**src/rtl/id_ex_stage.sv**
```systemverilog
// ID/EX pipeline register: load-use stall detection, flush/bubble insertion,
// WB-to-operand bypass on capture and saturating bubble/flush counters.
module id_ex_stage #(
    parameter int XLEN  = 32,
    parameter int RA_W  = 5,
    parameter int CNT_W = 32
) (
    input  logic             clk,
    input  logic             reset_n,
    input  logic             id_valid,
    input  logic [XLEN-1:0]  id_pc,
    input  logic [XLEN-1:0]  id_rs1_data,
    input  logic [XLEN-1:0]  id_rs2_data,
    input  logic [XLEN-1:0]  id_imm,
    input  logic [RA_W-1:0]  id_rs1,
    input  logic [RA_W-1:0]  id_rs2,
    input  logic [RA_W-1:0]  id_rd,
    input  logic             id_use_rs1,
    input  logic             id_use_rs2,
    input  logic [7:0]       id_ctrl,
    input  logic [3:0]       id_alu_op,
    input  logic             flush_ex,
    input  logic             wb_reg_write,
    input  logic [RA_W-1:0]  wb_rd,
    input  logic [XLEN-1:0]  wb_data,
    output logic             stall_id,
    output logic             ex_valid,
    output logic [XLEN-1:0]  ex_pc,
    output logic [XLEN-1:0]  ex_rs1_data,
    output logic [XLEN-1:0]  ex_rs2_data,
    output logic [XLEN-1:0]  ex_imm,
    output logic [RA_W-1:0]  rs1_ex,
    output logic [RA_W-1:0]  rs2_ex,
    output logic [RA_W-1:0]  rd_ex,
    output logic [7:0]       ex_ctrl,
    output logic [3:0]       ex_alu_op,
    output logic [CNT_W-1:0] bubble_count,
    output logic [CNT_W-1:0] flush_count
);

    logic             ex_valid_q, ex_valid_d;
    logic [XLEN-1:0]  ex_pc_q, ex_pc_d;
    logic [XLEN-1:0]  ex_rs1_data_q, ex_rs1_data_d;
    logic [XLEN-1:0]  ex_rs2_data_q, ex_rs2_data_d;
    logic [XLEN-1:0]  ex_imm_q, ex_imm_d;
    logic [RA_W-1:0]  rs1_ex_q, rs1_ex_d;
    logic [RA_W-1:0]  rs2_ex_q, rs2_ex_d;
    logic [RA_W-1:0]  rd_ex_q, rd_ex_d;
    logic [7:0]       ex_ctrl_q, ex_ctrl_d;
    logic [3:0]       ex_alu_op_q, ex_alu_op_d;
    logic [CNT_W-1:0] bubble_count_q, bubble_count_d;
    logic [CNT_W-1:0] flush_count_q, flush_count_d;

    logic load_use;
    logic byp_rs1, byp_rs2;

    assign load_use = ex_valid_q & ex_ctrl_q[6] & (rd_ex_q != '0) & id_valid &
                      ((id_use_rs1 & (id_rs1 == rd_ex_q)) |
                       (id_use_rs2 & (id_rs2 == rd_ex_q)));
    assign stall_id = load_use & ~flush_ex;

    // x0 is hardwired, so a WB write to it must never leak into an operand
    assign byp_rs1 = wb_reg_write & (wb_rd != '0) & (wb_rd == id_rs1);
    assign byp_rs2 = wb_reg_write & (wb_rd != '0) & (wb_rd == id_rs2);

    always_comb begin
        ex_valid_d     = ex_valid_q;
        ex_pc_d        = ex_pc_q;
        ex_rs1_data_d  = ex_rs1_data_q;
        ex_rs2_data_d  = ex_rs2_data_q;
        ex_imm_d       = ex_imm_q;
        rs1_ex_d       = rs1_ex_q;
        rs2_ex_d       = rs2_ex_q;
        rd_ex_d        = rd_ex_q;
        ex_ctrl_d      = ex_ctrl_q;
        ex_alu_op_d    = ex_alu_op_q;
        bubble_count_d = bubble_count_q;
        flush_count_d  = flush_count_q;

        if (flush_ex || load_use || !id_valid) begin
            // bubble: data fields deliberately hold
            ex_valid_d  = 1'b0;
            ex_ctrl_d   = '0;
            ex_alu_op_d = '0;
            rs1_ex_d    = '0;
            rs2_ex_d    = '0;
            rd_ex_d     = '0;
        end else begin
            ex_valid_d    = 1'b1;
            ex_pc_d       = id_pc;
            ex_rs1_data_d = byp_rs1 ? wb_data : id_rs1_data;
            ex_rs2_data_d = byp_rs2 ? wb_data : id_rs2_data;
            ex_imm_d      = id_imm;
            rs1_ex_d      = id_rs1;
            rs2_ex_d      = id_rs2;
            rd_ex_d       = id_rd;
            ex_ctrl_d     = id_ctrl;
            ex_alu_op_d   = id_alu_op;
        end

        if (flush_ex) begin
            if (id_valid && (flush_count_q != '1))
                flush_count_d = flush_count_q + 1'b1;
        end else if (load_use) begin
            if (bubble_count_q != '1)
                bubble_count_d = bubble_count_q + 1'b1;
        end
    end

    always_ff @(posedge clk or negedge reset_n) begin
        if (!reset_n) begin
            ex_valid_q     <= 1'b0;
            ex_pc_q        <= '0;
            ex_rs1_data_q  <= '0;
            ex_rs2_data_q  <= '0;
            ex_imm_q       <= '0;
            rs1_ex_q       <= '0;
            rs2_ex_q       <= '0;
            rd_ex_q        <= '0;
            ex_ctrl_q      <= '0;
            ex_alu_op_q    <= '0;
            bubble_count_q <= '0;
            flush_count_q  <= '0;
        end else begin
            ex_valid_q     <= ex_valid_d;
            ex_pc_q        <= ex_pc_d;
            ex_rs1_data_q  <= ex_rs1_data_d;
            ex_rs2_data_q  <= ex_rs2_data_d;
            ex_imm_q       <= ex_imm_d;
            rs1_ex_q       <= rs1_ex_d;
            rs2_ex_q       <= rs2_ex_d;
            rd_ex_q        <= rd_ex_d;
            ex_ctrl_q      <= ex_ctrl_d;
            ex_alu_op_q    <= ex_alu_op_d;
            bubble_count_q <= bubble_count_d;
            flush_count_q  <= flush_count_d;
        end
    end

    assign ex_valid     = ex_valid_q;
    assign ex_pc        = ex_pc_q;
    assign ex_rs1_data  = ex_rs1_data_q;
    assign ex_rs2_data  = ex_rs2_data_q;
    assign ex_imm       = ex_imm_q;
    assign rs1_ex       = rs1_ex_q;
    assign rs2_ex       = rs2_ex_q;
    assign rd_ex        = rd_ex_q;
    assign ex_ctrl      = ex_ctrl_q;
    assign ex_alu_op    = ex_alu_op_q;
    assign bubble_count = bubble_count_q;
    assign flush_count  = flush_count_q;

endmodule
```
**config.mk**
```make
export PLATFORM = sky130hd
export DESIGN_NAME = id_ex_stage
export DESIGN_NICKNAME = d
export VERILOG_FILES = /design/src/rtl/id_ex_stage.sv
export SDC_FILE = /design/constraint.sdc
export NUM_CORES = 1
export LEC_CHECK = 0
export CAP_MARGIN = 20
export CORE_MARGIN = 5
export CORE_UTILIZATION = 35
export CTS_BUF_LIST = sky130_fd_sc_hd__clkbuf_2
export DETAILED_ROUTE_END_ITERATION = 7
export GPL_ROUTABILITY_DRIVEN = 0
export PLACE_DENSITY_LB_ADDON = 0.15
export SLEW_MARGIN = 10
export SYNTH_ARGS = -nofsm -noshare
export SYNTH_HDL_FRONTEND = slang
export SYNTH_SLANG_ARGS = --single-unit
```
**constraint.sdc**
```tcl
create_clock -name clk -period 3.06 [get_ports clk]
set_input_delay 0.459 -clock clk [delete_from_list [all_inputs] [get_ports clk]]
set_output_delay 0.459 -clock clk [all_outputs]
set_load 0.02 [all_outputs]
```
==> qor.yml <==
layout:
  final_area_sq_mm: 0.0147
  fill_cells: 2401
  synthToLayoutAreaGrowth_pct: 55.6
  drive_gt1_share_pct: 11.8
  multi_input_area_sq_mm: 0.00375
  regArea_sq_mm: 0.00551
  layout.nets: 1455
setup_path:
  path_delay_family: "simple AND/OR/NAND/NOR gates"
  critPathMaxFanout: 3
  required_ns: 2.60
  cp_cell_sequence: "or4_4 -> o211ai_4 -> nor2_1 -> and2_1 -> buf_2"
  critical-path-max-stage-delay_ns: 0.53
  path_depth: 5
  cpMaxStageDelayCell: "or4_4"
  crit_buf_inv: 1
  start_kind: "flop"
  arrival_ns: 2.42
  endpoint_kind: "output port"
  reg2reg_depth: 8
  path_class: "reg2out"
clocking:
  cts_tree: "done"
  clk_latency_ns: 0.83
  clk_pin_slew_ns: 0.10
  cts-root-buf: "clkbuf_2"
  clockBufferDepth: 3
  clkSinkCount: 220
  htreeDepth: 2
  cts_buffers: 60
die:
  die_h_um: 174
  die_w_um: 174
  initial_utilization_pct: 35.3
  num_rows: 60
  coreArea_sq_mm: 0.0268
  io_pins: 420
  die_area_sq_mm: 0.0304
sta:
  fin_tns_setup_ns: 0
  fmax_ghz: 0.347
  finalMaxSlewViolations: 0
  finClkSkew_ns: 0.0499
  post-route-min-period_ns: 2.88
  timing.final.crit_share_pct: 94.1
  setup_viol: 0
  max-slew-margin-rel_pct: 24.3
  hold_viol_final: 0
  grt_setup_unrepaired: "false"
  holdWs_ns: 0.149
  timing_worst_slew_pin_value_ns: 1.13
synth:
  yosys_warnings: 0
  syn-num-nets: 983
  avgSynthCellArea_sq_um: 12.1
  synthTopCellsByArea: "dfrtp_1 58%, mux2i_1 6.8%, xnor2_1 5.3%, mux2_1 4.8%, a21oi_1 3.5%"
  synthCells: 782
  synth_cell_type_count: 36
  ys_seq_area_share_pct: 58.2
  synth_top_area_cell: "dfrtp_1"
  ys_seq_elements: 220
  syn-cell-area_sq_mm: 0.00946
  synth_top_cell_area_share_pct: 58.2
grt:
  grt_overflow_total: 0
  grt_pass1_vias: 8202
  grt_max_degree: 91
  antenna_found_initial: 2
  grtUsageTotal_pct: 19.1
  grt_pass1_wl_um: 46500
job:
  maxCapViolations: 0
route:
  drt-total-wl_um: 29600
  drc: 0
  drt_iter0_drc: 364
  ant_nets: 0
  viasPerCell: 4.70
  via_count: 7706
  post_drt_wl_per_cell_um: 18.1
  drt_pre_antenna_iters: 4
run_status:
  status: "finished clean"
placed_design:
  io_buffers: 419
  dpl_cell_area_sq_mm: 0.0141
  place_hpwl_um: 22000
power:
  irDropWorstVdd_mv: 0.320
  power_per_cell_area_mw_per_mm2: 493
  leakage_nw: 6.12
worst_hold_path:
  min_path_type: "in2async"
[logic make-up after synthesis]
family | Yosys count | synth area share, %
adder cells (fa/ha/maj) | 2 | 0.264
multiplexers | 132 | 14.9
buffers and inverters | 40 | 2.55
flip-flops | 220 | 58.2
XOR/XNOR | 80 | 7.40
AND/OR/NAND/NOR | 234 | 12.6
AO/OA/AOI/OAI | 74 | 4.15
[placed cells by master (no fill, tap or decap), drive strengths merged]
cell type      instances
buf                   26
nand3                 27
o21ai                  2
xnor2                 57
mux2i                 64
o211ai                 1
or4                    3
nor3                   7
nor4                   6
and3                  13
clkinv                13
a21o                   1
diode                  1
o22ai                  1
bufinv                 1
mux2                  68
and4                   6
dlygate4sd3            1
a2111oi                1
dfrtp                220
and3b                  1
inv                    7
xor2                  23
a21oi                 68
nor3b                  1
nand2                 27
and2                  32
clkdlybuf4s50        417
nor2                  81
clkbuf                89
ha                     2
nand2b                 2
nand4                 28
[area by class of cell]
class	count	share of cell area, %
antenna	1	0.0170
clock buffer	89	3.02
clock inverter	15	0.561
inverter	6	0.153
multi-input combinational	522	25.5
sequential	220	37.4
tap	341	2.90
timing repair buffer	444	30.5
[flip-flops by register name, summed over array words and instances (netlist names), 8 cells and up]
register      count
bubble_count     32
ex_imm           32
ex_pc            32
ex_rs1_data      32
ex_rs2_data      32
flush_count      32
ex_ctrl           8
[worst reg2reg max path, stage by stage (launching register included)]
cell and delay (ns):
dfrtp_1 0.40, or4_4 0.53, o211ai_4 0.21, buf_4 0.16, inv_2 0.04, a21oi_4 0.20
buf_12 0.22, buf_12 0.27, mux2_2 0.39
[cells in the mapped netlist, drive strengths merged]
library cell / number
nand4: 28
and3: 13
nor4: 6
nor3b: 1
nand3: 27
or4: 3
nand2b: 2
clkbuf: 3
mux2i: 64
dfrtp: 220
a21oi: 68
o211ai: 1
nor3: 7
inv: 6
nand2: 27
a2111oi: 1
a21o: 1
and3b: 1
buf: 31
xor2: 23
o22ai: 1
mux2: 68
and4: 6
xnor2: 57
nor2: 81
ha: 2
o21ai: 2
and2: 32
[metrics by stage]
step	worst slack (ns)	power, mW	utilization, %	cells
global route	0.00326	7.70	55.0	1638
detailed placement	0.0306	5.26	52.8	1528
finish	0.181	7.25	55.0	1638
floorplan	0.834	4.16	-	782
global placement	0.00258	5.24	52.8	1527
CTS	0.0429	7.41	54.9	1637
[where the power goes]
part | internal (mW) | total [mW] | switching, mW
Combinational | 0.952 | 1.80 | 0.852
Sequential | 3.19 | 3.38 | 0.185
Clock | 0.851 | 2.07 | 1.22
Total | 5.00 | 7.25 | 2.26
[metal layers]
layer  vias to the layer above  global-route usage, %  wire, um
met5                         -                      0        13
met4                         2                   6.86       867
met3                        60                   6.07      2070
met2                       263                   31.7     14600
met1                      3673                   23.4     12000
li1                       3708                      -         -
[final timing paths]
path	from	to	slack, ns
max in group asynchronous	reset_n	ex_pc[6]	2.03
min	reset_n	bubble_count[21]	0.15
max	rd_ex[2]	stall_id	0.18
min in group clk	id_rd[0]	rd_ex[0]	0.20
min reg2reg	ex_imm[21]	ex_imm[21]	0.49
max reg2reg	rd_ex[2]	ex_pc[6]	0.52
[repair_timing]
action,CTS,global route
setup buffers,4,0
resized for setup,6,0
endpoints found under the setup margin,1,0
endpoints found under the hold margin,206,0
hold buffers,1,0
(Power assumes the default switching activity.)
